**config.mk**
```make
export PLATFORM = sky130hd
export DESIGN_NAME = candidate_collector
export DESIGN_NICKNAME = d
export VERILOG_FILES = /design/src/rtl/candidate_collector.sv
export SDC_FILE = /design/constraint.sdc
export NUM_CORES = 1
export LEC_CHECK = 0
export CELL_PAD_IN_SITES_DETAIL_PLACEMENT = 1
export CELL_PAD_IN_SITES_GLOBAL_PLACEMENT = 2
export CORE_MARGIN = 2
export CORE_UTILIZATION = 50
export DETAILED_ROUTE_END_ITERATION = 7
export GPL_TIMING_DRIVEN = 0
export HOLD_SLACK_MARGIN = 0.03
export PLACE_DENSITY_LB_ADDON = 0.1
export SKIP_CTS_REPAIR_TIMING = 1
export SYNTH_ARGS = -nofsm -noshare
export SYNTH_HDL_FRONTEND = slang
export SYNTH_SLANG_ARGS = --single-unit
```
**constraint.sdc**
```tcl
create_clock -name clk_fpga -period 6.4 [get_ports clk_fpga]
set_input_delay 0.96 -clock clk_fpga [delete_from_list [all_inputs] [get_ports clk_fpga]]
set_output_delay 0.96 -clock clk_fpga [all_outputs]
set_load 0.01 [all_outputs]
```
**src/rtl/candidate_collector.sv**
```systemverilog
// Collects accepted classifier candidates, rescales them to camera coordinates and queues them for the host.
// Optional merge of near-duplicate detections is compiled in with `CANDIDATE_MERGE_EN.
module candidate_collector #(
  parameter int DATA_WIDTH_12                = 12,
  parameter int FIFO_DEPTH                   = 16,
  parameter int SCALE_X_Q8                   = 256,
  parameter int SCALE_Y_Q8                   = 256,
  parameter int FRAME_ORIGINAL_CAMERA_WIDTH  = 10,
  parameter int FRAME_ORIGINAL_CAMERA_HEIGHT = 10,
  parameter int MERGE_DIST                   = 2
) (
  input  logic                     clk_fpga,
  input  logic                     reset_fpga,
  input  logic                     frame_start,
  input  logic                     inspect_done,
  input  logic                     candidate,
  input  logic [DATA_WIDTH_12-1:0] resize_x,
  input  logic [DATA_WIDTH_12-1:0] resize_y,
  input  logic                     rd_req,
  output logic                     o_valid,
  output logic [DATA_WIDTH_12-1:0] o_x,
  output logic [DATA_WIDTH_12-1:0] o_y,
  output logic                     o_full,
  output logic [DATA_WIDTH_12-1:0] o_count,
  output logic                     o_overflow
);

  localparam int DW = DATA_WIDTH_12;
  localparam int AW = $clog2(FIFO_DEPTH);
  localparam int PW = DW + 16;
  localparam logic [PW-1:0] SCALE_X = PW'(SCALE_X_Q8);
  localparam logic [PW-1:0] SCALE_Y = PW'(SCALE_Y_Q8);
  localparam logic [PW-1:0] MAX_X   = PW'(FRAME_ORIGINAL_CAMERA_WIDTH - 1);
  localparam logic [PW-1:0] MAX_Y   = PW'(FRAME_ORIGINAL_CAMERA_HEIGHT - 1);
  localparam logic [AW:0]   DEPTH   = (AW+1)'(FIFO_DEPTH);

  logic          s1_valid_q;
  logic [DW-1:0] s1_x_q, s1_y_q;
  logic [PW-1:0] px, py, ox_wide, oy_wide;
  logic [DW-1:0] ox, oy;
  logic          accept;

  logic [DW-1:0] mem_x [FIFO_DEPTH];
  logic [DW-1:0] mem_y [FIFO_DEPTH];
  logic [AW-1:0] wr_ptr_q, rd_ptr_q;
  logic [AW:0]   occ_q, occ_d;
  logic [DW-1:0] count_q, count_d;
  logic          overflow_q;
  logic          push, pop, full;

  always_ff @(posedge clk_fpga) begin
    if (reset_fpga) begin
      s1_valid_q <= 1'b0;
      s1_x_q     <= '0;
      s1_y_q     <= '0;
    end else begin
      s1_valid_q <= inspect_done && candidate;
      if (inspect_done && candidate) begin
        s1_x_q <= resize_x;
        s1_y_q <= resize_y;
      end
    end
  end

  // Products are kept wide enough for any 16-bit scale so the clamp sees the true value.
  always_comb begin
    px      = PW'(s1_x_q) * SCALE_X;
    py      = PW'(s1_y_q) * SCALE_Y;
    ox_wide = px >> 8;
    oy_wide = py >> 8;
    ox      = (ox_wide > MAX_X) ? MAX_X[DW-1:0] : ox_wide[DW-1:0];
    oy      = (oy_wide > MAX_Y) ? MAX_Y[DW-1:0] : oy_wide[DW-1:0];
  end

`ifdef CANDIDATE_MERGE_EN
  logic          hist_valid_q;
  logic [DW-1:0] last_x_q, last_y_q;
  logic [DW-1:0] dx, dy;
  logic          near;

  always_comb begin
    dx     = (s1_x_q >= last_x_q) ? (s1_x_q - last_x_q) : (last_x_q - s1_x_q);
    dy     = (s1_y_q >= last_y_q) ? (s1_y_q - last_y_q) : (last_y_q - s1_y_q);
    near   = hist_valid_q && (dx <= DW'(MERGE_DIST)) && (dy <= DW'(MERGE_DIST));
    accept = s1_valid_q && !near && !frame_start;
  end

  always_ff @(posedge clk_fpga) begin
    if (reset_fpga || frame_start) begin
      hist_valid_q <= 1'b0;
      last_x_q     <= '0;
      last_y_q     <= '0;
    end else if (accept) begin
      hist_valid_q <= 1'b1;
      last_x_q     <= s1_x_q;
      last_y_q     <= s1_y_q;
    end
  end
`else
  assign accept = s1_valid_q && !frame_start;
`endif

  // A pop is only honoured against the registered non-empty flag, so push+pop on empty just pushes.
  always_comb begin
    full  = (occ_q == DEPTH);
    pop   = rd_req && (occ_q != '0) && !frame_start;
    push  = accept && (!full || pop);
    occ_d = occ_q;
    if (push && !pop) occ_d = occ_q + 1'b1;
    else if (pop && !push) occ_d = occ_q - 1'b1;
    count_d = count_q;
    if (accept && (count_q != {DW{1'b1}})) count_d = count_q + 1'b1;
  end

  always_ff @(posedge clk_fpga) begin
    if (push) begin
      mem_x[wr_ptr_q] <= ox;
      mem_y[wr_ptr_q] <= oy;
    end
  end

  always_ff @(posedge clk_fpga) begin
    if (reset_fpga || frame_start) begin
      wr_ptr_q   <= '0;
      rd_ptr_q   <= '0;
      occ_q      <= '0;
      count_q    <= '0;
      overflow_q <= 1'b0;
    end else begin
      if (push) wr_ptr_q <= wr_ptr_q + 1'b1;
      if (pop)  rd_ptr_q <= rd_ptr_q + 1'b1;
      occ_q   <= occ_d;
      count_q <= count_d;
      if (accept && full && !pop) overflow_q <= 1'b1;
    end
  end

  assign o_valid    = (occ_q != '0);
  assign o_full     = full;
  assign o_x        = o_valid ? mem_x[rd_ptr_q] : '0;
  assign o_y        = o_valid ? mem_y[rd_ptr_q] : '0;
  assign o_count    = count_q;
  assign o_overflow = overflow_q;

endmodule

```
==> results.py, run 1 <==
metrics = {
    "run_status": {
        "status": "finished, final reports clean",
    },
    "drt": {
        "via_count": 9498,
        "vias_per_cell": 5.29,
        "wire_per_inst_um": 22.4,
        "drt-total-wl_um": 40200,
        "drc": 0,
        "drt-initial-drc-count": 687,
        "ant_nets": 0,
        "dr.pass1.iters": 5,
    },
    "sta": {
        "fin_crit_sh_pct": 70.3,
        "relSlewSlack_pct": 32.1,
        "fin_crit_ps": 4500,
        "fin_skew_ps": 24.2,
        "fmax_ghz": 0.222,
        "finalSetupViolations": 0,
        "rsz0062_at_grt": "false",
        "hold_violations": 0,
        "max_slew.worst_pin.slew_ps": 1010,
        "slew_viol_final": 0,
        "setup_tns_ps": 0,
    },
    "placed_design": {
        "place_area_um2": 19600,
        "port_buffers": 67,
        "gp_congestion": 0.773,
        "hpwl_um": 27000,
    },
    "logic_synthesis": {
        "syn-cell-area_um2": 17100,
        "synth_cells": 931,
        "yosys-top-cells-area": "edfxtp_1 (68%), mux4_2 (13%), dfxtp_1 (6.4%)",
        "yosys_warnings": 0,
        "async_flop_share_pct": 0,
        "yosysTopAreaCell": "edfxtp_1",
        "synth.distinct_cells": 50,
        "yosysSeqAreaShare_pct": 74.0,
        "ys.flop_type": "edfxtp_1",
        "synth-edff-count": 384,
        "synth_seq_cells": 439,
        "synth_top_area_share_pct": 67.5,
        "syn_avg_cell_area_um2": 18.3,
    },
    "clocking": {
        "cts_buffers": 44,
        "cts.sinks": 439,
        "cts_tree": "yes",
        "clockBufferDepth": 3,
        "root_buffer": "clkbuf_16",
        "cts.clk_slew.worst_paths_ps": 60,
        "h-tree-depth": 2,
        "insertion_delay_ps": 550,
    },
    "power_and_ir_drop": {
        "power_density_nw_per_um2": 276,
        "leakage_nw": 6.96,
        "peakVddDrop_mv": 0.185,
        "power_mw": 5.77,
    },
    "worst_setup_path": {
        "crit_arrival_ps": 3540,
        "worstRegToRegCells": 10,
        "critical_path_class": "reg -> out",
        "rrSetupSlack_ps": 3360,
        "r2r_end": "occ_q[4]$_SDFFE_PP0P_",
        "start_kind": "flop",
        "end_kind": "output pin",
        "crit_fanout": 10,
        "worst_ep_required_time_ps": 5440,
        "worstReg2RegStart": "occ_q[0]$_SDFFE_PP0P_",
    },
    "grt": {
        "grt_max_degree": 25,
        "grt_pass1_wl_um": 62200,
        "grt_usage_pct": 23.7,
        "gr-total-overflow": 0,
        "antenna_found_initial": 1,
        "grt_pass1_vias": 10300,
    },
    "floorplan": {
        "fp-row-count": 67,
        "dieArea_um2": 35600,
        "die_x_um": 189,
        "io_pins": 69,
        "die_h_um": 189,
        "initial_core_util_pct": 50.8,
        "core_um2": 33600,
    },
    "min_path": {
        "hold_path_startpoint": "s1_y_q[7]$_SDFFE_PP0P_",
        "hold-path-endpoint": "s1_y_q[7]$_SDFFE_PP0P_",
        "min_path_cells": 2,
        "hold_class": "reg -> reg",
    },
    "cells_and_area": {
        "num-fill-cells": 3140,
        "drive_gt1_share_pct": 16.0,
        "finalInstanceArea_um2": 20900,
        "fin_util_pct": 62.2,
        "synthToLayoutAreaGrowth_pct": 22.5,
        "final_nets": 1352,
        "final_common_cell": "edfxtp_1",
        "layout_common_cells": "edfxtp_1 (384), conb_1 (256), mux4_2 (96)",
    },
    "job": {
        "cap_viol_max_count": 0,
    },
}
## kinds of logic after synthesis
kind of cell,Yosys count,synth area share [%]
muxes,121,14.1
AOI/OAI and AO/OA,90,3.31
xor gates and xnor gates,9,0.462
adders and majority gates,11,0.850
other,1,0.0220
buffers and inverters,60,1.46
DFF,439,74.0
and+or+nand+nor,200,5.80
## layout make-up
class,instances,area [µm²],share of cell area (%)
inverters,8,30.0,0.144
clock inverters,21,124,0.592
well taps,448,561,2.68
flip-flops and latches,439,12600,60.4
repair buffers,79,875,4.18
clock buffers,59,1210,5.78
diodes,1,2.50,0.0120
plain buffers,52,219,1.05
multi-input cells,687,5260,25.2
## flip-flops by register name, summed over array words and instances (netlist names), named ones only
signal	cells
mem_x	192
s1_x_q	12
s1_valid_q	1
o_count	12
s1_y_q	12
wr_ptr_q	4
mem_y	192
rd_ptr_q	4
o_overflow	1
occ_q	5
## metal layers
layer  track usage (%)  up-vias  wire length [µm]
met5                 0        -                 0
met4              8.50        0              1440
li1                  -     4254                 -
met2              41.1      297             20400
met3              3.35       83              2060
met1              30.9     4864             16400
## Yosys cell counts, types with 3 or more instances
cell type and number:
nand2b_1 9, or3_1 4, nor4_1 6, ha_1 10
o211ai_1 26, a21oi_1 39, xor2_1 4, buf_1 6
xnor2_1 5, nor2_1 31, clkbuf_1 27, o21ai_0 9
o31ai_1 3, nor3_1 5, and2_1 6, mux4_2 96
buf_2 19, nand3_1 57, inv_1 7, dfxtp_1 55
nand2_1 61, mux2i_1 25, edfxtp_1 384
## worst max path at each step
stage / end / slack [ps] / depth (start not counted)
final: o_x[5] / 1900 / 6
after detailed placement: mem_y[3][8]$_DFFE_PP_ / 2250 / 6
after global placement: mem_y[0][8]$_DFFE_PP_ / 210 / 6
after CTS: o_x[6] / 1820 / 6
after floorplan: mem_x[0][0]$_DFFE_PP_ / 2750 / 5
after global routing: o_x[10] / 1780 / 6
## per-stage QoR
step / worst slack [ps] / hold WS, ps / cells
after global placement: 215 / 444 / 1701
after global routing: 1780 / 481 / 1794
after detailed placement: 2250 / 451 / 1713
final: 1900 / 456 / 1794
after CTS: 1820 / 459 / 1793
after floorplan: 2750 / 431 / 1186
## critical path: stages, from the launching register on
cell             delay, ps
dfxtp_1                460
buf_2                  330
buf_1                  630
mux4_2                 400
mux2i_1                480
o211ai_1               150
clkdlybuf4s50_1        520
## power breakdown
group / switching (mW) / leakage [nW] / internal (mW)
logic: 0.145 / 2.34 / 0.0743
registers: 0.00670 / 3.97 / 3.14
clock network: 1.04 / 0.662 / 1.37
total: 1.19 / 6.96 / 4.58
No activity file was read; power rests on OpenSTA's default activity.
==> inputs of run 2 (changes only) <==
--- a/config.mk
+++ b/config.mk
@@ -8,7 +8,7 @@
 export CELL_PAD_IN_SITES_DETAIL_PLACEMENT = 1
 export CELL_PAD_IN_SITES_GLOBAL_PLACEMENT = 2
 export CORE_MARGIN = 2
-export CORE_UTILIZATION = 50
+export CORE_UTILIZATION = 46
 export DETAILED_ROUTE_END_ITERATION = 7
 export GPL_TIMING_DRIVEN = 0
 export HOLD_SLACK_MARGIN = 0.03
==> constraint.sdc (replaced) <==
create_clock -name clk_fpga -period 4.68 [get_ports clk_fpga]
set_input_delay 0.702 -clock clk_fpga [delete_from_list [all_inputs] [get_ports clk_fpga]]
set_output_delay 0.702 -clock clk_fpga [all_outputs]
set_load 0.01 [all_outputs]
==> results.py, run 2 (synthesized netlist as in run 1, its figures left out) <==
metrics = {
    "min_path": {
        "hold_class": "reg -> reg",
        "min_path_cells": 2,
        "hold-path-endpoint": "s1_y_q[0]$_SDFFE_PP0P_",
        "hold_path_startpoint": "s1_y_q[0]$_SDFFE_PP0P_",
    },
    "job": {
        "cap_viol_max_count": 0,
    },
    "cells_and_area": {
        "top_regs": "mem_x: 192 flops, mem_y: 192 flops",
        "final_nets": 1356,
        "synthToLayoutAreaGrowth_pct": 23.5,
        "antenna_cells": 0,
        "layout_common_cells": "edfxtp_1 (384), conb_1 (256), mux4_2 (96)",
        "final_cell_count_no_fill": 1821,
        "fin_util_pct": 57.6,
        "final_common_cell": "edfxtp_1",
        "num-fill-cells": 3464,
        "multi_input_area_um2": 5260,
        "regArea_um2": 12600,
        "drive_gt1_share_pct": 16.6,
        "finalInstanceArea_um2": 21100,
    },
    "drt": {
        "wire_per_inst_um": 22.0,
        "ant_nets": 0,
        "drc": 0,
        "drt-initial-drc-count": 495,
        "dr.pass1.iters": 5,
        "drt-total-wl_um": 40000,
        "vias_per_cell": 5.13,
        "via_count": 9338,
    },
    "power_and_ir_drop": {
        "peakVddDrop_mv": 0.244,
        "power_density_nw_per_um2": 385,
        "leakage_nw": 7.01,
        "power_mw": 8.12,
    },
    "floorplan": {
        "die_x_um": 197,
        "initial_core_util_pct": 46.6,
        "fp-row-count": 70,
        "io_pins": 69,
        "dieArea_um2": 38700,
        "die_h_um": 197,
        "core_um2": 36600,
    },
    "clocking": {
        "cts.sinks": 439,
        "insertion_delay_ps": 550,
        "root_buffer": "clkbuf_16",
        "cts_tree": "yes",
        "cts.clk_slew.worst_paths_ps": 70,
        "cts_buffers": 46,
        "h-tree-depth": 2,
        "clockBufferDepth": 3,
    },
    "grt": {
        "grt_pass1_wl_um": 60900,
        "grt_max_degree": 25,
        "grt_pass1_vias": 10200,
        "grt_usage_pct": 21.5,
        "gr-total-overflow": 0,
        "antenna_found_initial": 0,
    },
    "sta": {
        "holdWs_ps": 449,
        "rsz0062_at_grt": "false",
        "fin_crit_sh_pct": 93.9,
        "finalSetupViolations": 0,
        "relSlewSlack_pct": 34.4,
        "setup_tns_ps": 0,
        "fmax_ghz": 0.228,
        "fin_skew_ps": 17.3,
        "fin_crit_ps": 4400,
        "max_slew.worst_pin.slew_ps": 978,
        "slew_viol_final": 0,
        "hold_violations": 0,
        "finalWorstSetupSlack_ps": 285,
    },
    "worst_setup_path": {
        "worst_ep_required_time_ps": 3980,
        "crit_fanout": 10,
        "end_kind": "output pin",
        "crit_arrival_ps": 3690,
        "critical_path_class": "reg -> out",
        "r2r_end": "occ_q[4]$_SDFFE_PP0P_",
        "start_kind": "flop",
        "worstRegToRegCells": 10,
        "rrSetupSlack_ps": 1580,
        "worstReg2RegStart": "occ_q[0]$_SDFFE_PP0P_",
    },
    "run_status": {
        "status": "finished, final reports clean",
    },
    "placed_design": {
        "place_inst": 1735,
        "hpwl_um": 26100,
        "place_area_um2": 19600,
        "gp_congestion": 0.720,
        "port_buffers": 67,
        "detailedPlace.worstSlack_ps": 841,
    },
}
## run 2: worst max-delay path, stage by stage (launching register included)
cell and delay, ps:
dfxtp_1 500, buf_2 350, buf_1 670, mux4_2 410, mux2i_1 520, o211ai_1 160
clkdlybuf4s50_1 520
## run 2: layer usage
metal / vias to the layer above / wire length [µm] / track usage, %
met5: - / 0 / 0
met4: 0 / 1320 / 7.77
met3: 68 / 1810 / 2.96
met2: 233 / 20200 / 37.2
met1: 4774 / 16600 / 28.1
li1: 4263 / - / -
## run 2: layout make-up
class | count | share of cell area, %
Sequential cell | 439 | 59.9
Multi-Input combinational cell | 687 | 25.0
Clock buffer | 61 | 6.47
Timing Repair Buffer | 81 | 4.16
Tap cell | 468 | 2.78
Buffer | 52 | 1.04
Clock inverter | 25 | 0.564
Inverter | 8 | 0.142
## run 2: worst max path at each step
stage	startpoint	endpoint	slack [ps]	cells past startpoint
3_3_place_gp	frame_start	mem_y[2][10]$_DFFE_PP_	-1550	6
6_report	flop	o_x[4]	280	6
2_1_floorplan	frame_start	mem_x[0][0]$_DFFE_PP_	1290	5
3_5_place_dp	frame_start	mem_y[3][10]$_DFFE_PP_	840	7
4_1_cts	flop	o_x[2]	300	7
5_1_grt	flop	o_x[2]	190	7
## run 2: report_power, final
part           leakage, nW  internal, mW  switching (mW)
combinational         2.34         0.102           0.194
sequential            3.95          4.29         0.00860
clock                0.722          2.05            1.48
==> inputs of run 3 (changes only) <==
--- a/config.mk
+++ b/config.mk
@@ -12,7 +12,7 @@
 export DETAILED_ROUTE_END_ITERATION = 7
 export GPL_TIMING_DRIVEN = 0
 export HOLD_SLACK_MARGIN = 0.03
-export PLACE_DENSITY_LB_ADDON = 0.1
+export PLACE_DENSITY_LB_ADDON = 0.3
 export SKIP_CTS_REPAIR_TIMING = 1
 export SYNTH_ARGS = -nofsm -noshare
 export SYNTH_HDL_FRONTEND = slang
==> results.py, run 3 (synthesized netlist as in run 1, its figures left out) <==
metrics = {
    "run_status": {
        "status": "finished, final reports clean",
    },
    "clocking": {
        "clockBufferDepth": 3,
        "cts_tree": "yes",
        "insertion_delay_ps": 560,
        "cts.sinks": 439,
        "root_buffer": "clkbuf_16",
        "h-tree-depth": 2,
        "cts_buffers": 47,
        "cts.clk_slew.worst_paths_ps": 60,
    },
    "worst_setup_path": {
        "crit_chain": "clkbuf_1, buf_2, buf_1, mux4_2, nand3_1, o211ai_1, clkdlybuf4s50_1",
        "crit_fanout": 10,
        "rrSetupSlack_ps": 1650,
        "crit_path_end": "o_y[1]",
        "crit_arrival_ps": 3490,
        "start_kind": "flop",
        "cp_num_cells": 7,
        "worstRegToRegCells": 10,
        "r2r_end": "occ_q[4]$_SDFFE_PP0P_",
        "crit_path_max_incr_delay_ps": 700,
        "critical_path_class": "reg -> out",
        "worst_ep_required_time_ps": 3980,
        "end_kind": "output pin",
        "worstReg2RegStart": "occ_q[0]$_SDFFE_PP0P_",
        "crit_family": "buffers and inverters",
        "crit_buf_inv": 4,
        "critPathSlowestCell": "buf_1",
    },
    "sta": {
        "rsz0062_at_grt": "false",
        "fin_crit_sh_pct": 89.6,
        "holdWs_ps": 450,
        "max_slew.worst_pin.slew_ps": 956,
        "fmax_ghz": 0.238,
        "fin_skew_ps": 12.7,
        "finalSetupViolations": 0,
        "finalWorstSetupSlack_ps": 487,
        "slew_viol_final": 0,
        "hold_violations": 0,
        "fin_crit_ps": 4190,
        "relSlewSlack_pct": 36.1,
    },
    "grt": {
        "grt_pass1_vias": 10500,
        "gr-total-overflow": 0,
        "antenna_found_initial": 0,
        "grt_usage_pct": 22.1,
        "grt_pass1_wl_um": 62300,
        "grt_max_degree": 25,
    },
    "cells_and_area": {
        "final_common_cell": "edfxtp_1",
        "layout_common_cells": "edfxtp_1 (384), conb_1 (256), mux4_2 (96)",
        "finalInstanceArea_um2": 21200,
        "final_nets": 1355,
        "antenna_cells": 0,
        "synthToLayoutAreaGrowth_pct": 24.1,
        "final_cell_count_no_fill": 1817,
        "drive_gt1_share_pct": 16.4,
        "top_regs": "mem_x: 192 flops, mem_y: 192 flops",
    },
    "placed_design": {
        "hpwl_um": 26700,
        "gp_congestion": 0.747,
        "place_inst": 1733,
        "port_buffers": 67,
        "place_area_um2": 19600,
        "detailedPlace.worstSlack_ps": 1030,
    },
    "drt": {
        "drc": 0,
        "dr.pass1.iters": 5,
        "wire_per_inst_um": 22.6,
        "ant_nets": 0,
        "drt-initial-drc-count": 548,
        "drt-total-wl_um": 41000,
        "via_count": 9421,
        "vias_per_cell": 5.18,
    },
    "power_and_ir_drop": {
        "power_density_nw_per_um2": 399,
        "peakVddDrop_mv": 0.242,
        "leakage_nw": 7.06,
    },
    "min_path": {
        "hold_class": "reg -> reg",
    },
    "floorplan": {
        "dieArea_um2": 38700,
        "initial_core_util_pct": 46.6,
        "fp-row-count": 70,
        "die_h_um": 197,
        "die_x_um": 197,
        "core_um2": 36600,
        "io_pins": 69,
    },
    "job": {
        "cap_viol_max_count": 0,
    },
}
run 3: cell types whose count changed in the layout (fill, tap and decap cells not counted):
cell | previous run | this run
bufinv_16 | 0 | 8
clkinv_1 | 14 | 7
clkbuf_1 | 33 | 39
clkinvlp_4 | 4 | 1
clkinv_2 | 8 | 6
buf_16 | 2 | 4
buf_12 | 2 | 0
buf_6 | 8 | 5
buf_8 | 1 | 2
clkinv_4 | 0 | 1
clkbuf_8 | 3 | 1
clkbuf_16 | 52 | 49
run 3: power breakdown:
group          switching [mW]  internal [mW]  total (mW)
sequential            0.00877           4.29        4.30
clock                    1.50           2.37        3.86
combinational           0.198          0.102       0.301
run 3: how the worst min path moves through the flow:
stage | start | to | slack [ps] | cells after the start
after floorplan | s1_x_q[0]$_SDFFE_PP0P_ | s1_x_q[0]$_SDFFE_PP0P_ | 430 | 2
final | s1_x_q[0]$_SDFFE_PP0P_ | s1_x_q[0]$_SDFFE_PP0P_ | 450 | 2
after global routing | s1_y_q[5]$_SDFFE_PP0P_ | s1_y_q[5]$_SDFFE_PP0P_ | 490 | 2
after CTS | s1_x_q[0]$_SDFFE_PP0P_ | s1_x_q[0]$_SDFFE_PP0P_ | 450 | 2
after global placement | s1_y_q[8]$_SDFFE_PP0P_ | s1_y_q[8]$_SDFFE_PP0P_ | 440 | 2
after detailed placement | s1_x_q[0]$_SDFFE_PP0P_ | s1_x_q[0]$_SDFFE_PP0P_ | 450 | 2
run 3: cell type report:
| cell class | instances | area [µm²] |
|---|---|---|
| fillers | 3428 | 15400 |
| clock inverters | 22 | 309 |
| clock buffers | 62 | 1280 |
| inverters | 8 | 30.0 |
| well taps | 468 | 586 |
| multi-input cells | 687 | 5260 |
| repair buffers | 79 | 875 |
| flip-flops and latches | 439 | 12600 |
| plain buffers | 52 | 219 |
run 3: layer usage:
metal	track usage (%)	vias to the layer above	share of wire, %	wire length (µm)
met2	39.4	236	52	21200
met4	8.19	0	3.3	1350
met1	27.6	4850	41	16800
met5	0	-	0	0
met3	2.93	76	4.2	1700
li1	-	4259	-	-
run 3: metrics by stage:
step	setup TNS (ps)	power, mW	utilization, %
after floorplan	0	4.54	-
after global placement	-105910	4.66	52.7
after detailed placement	0	4.67	53.5
after CTS	0	8.52	57.9
after global routing	0	8.69	57.9
final	0	8.46	57.9
run 3: tightest hold or removal path, stage by stage (launching register included):
cell and delay (ps):
dfxtp_1 300, nand2_1 50, a21oi_1 50
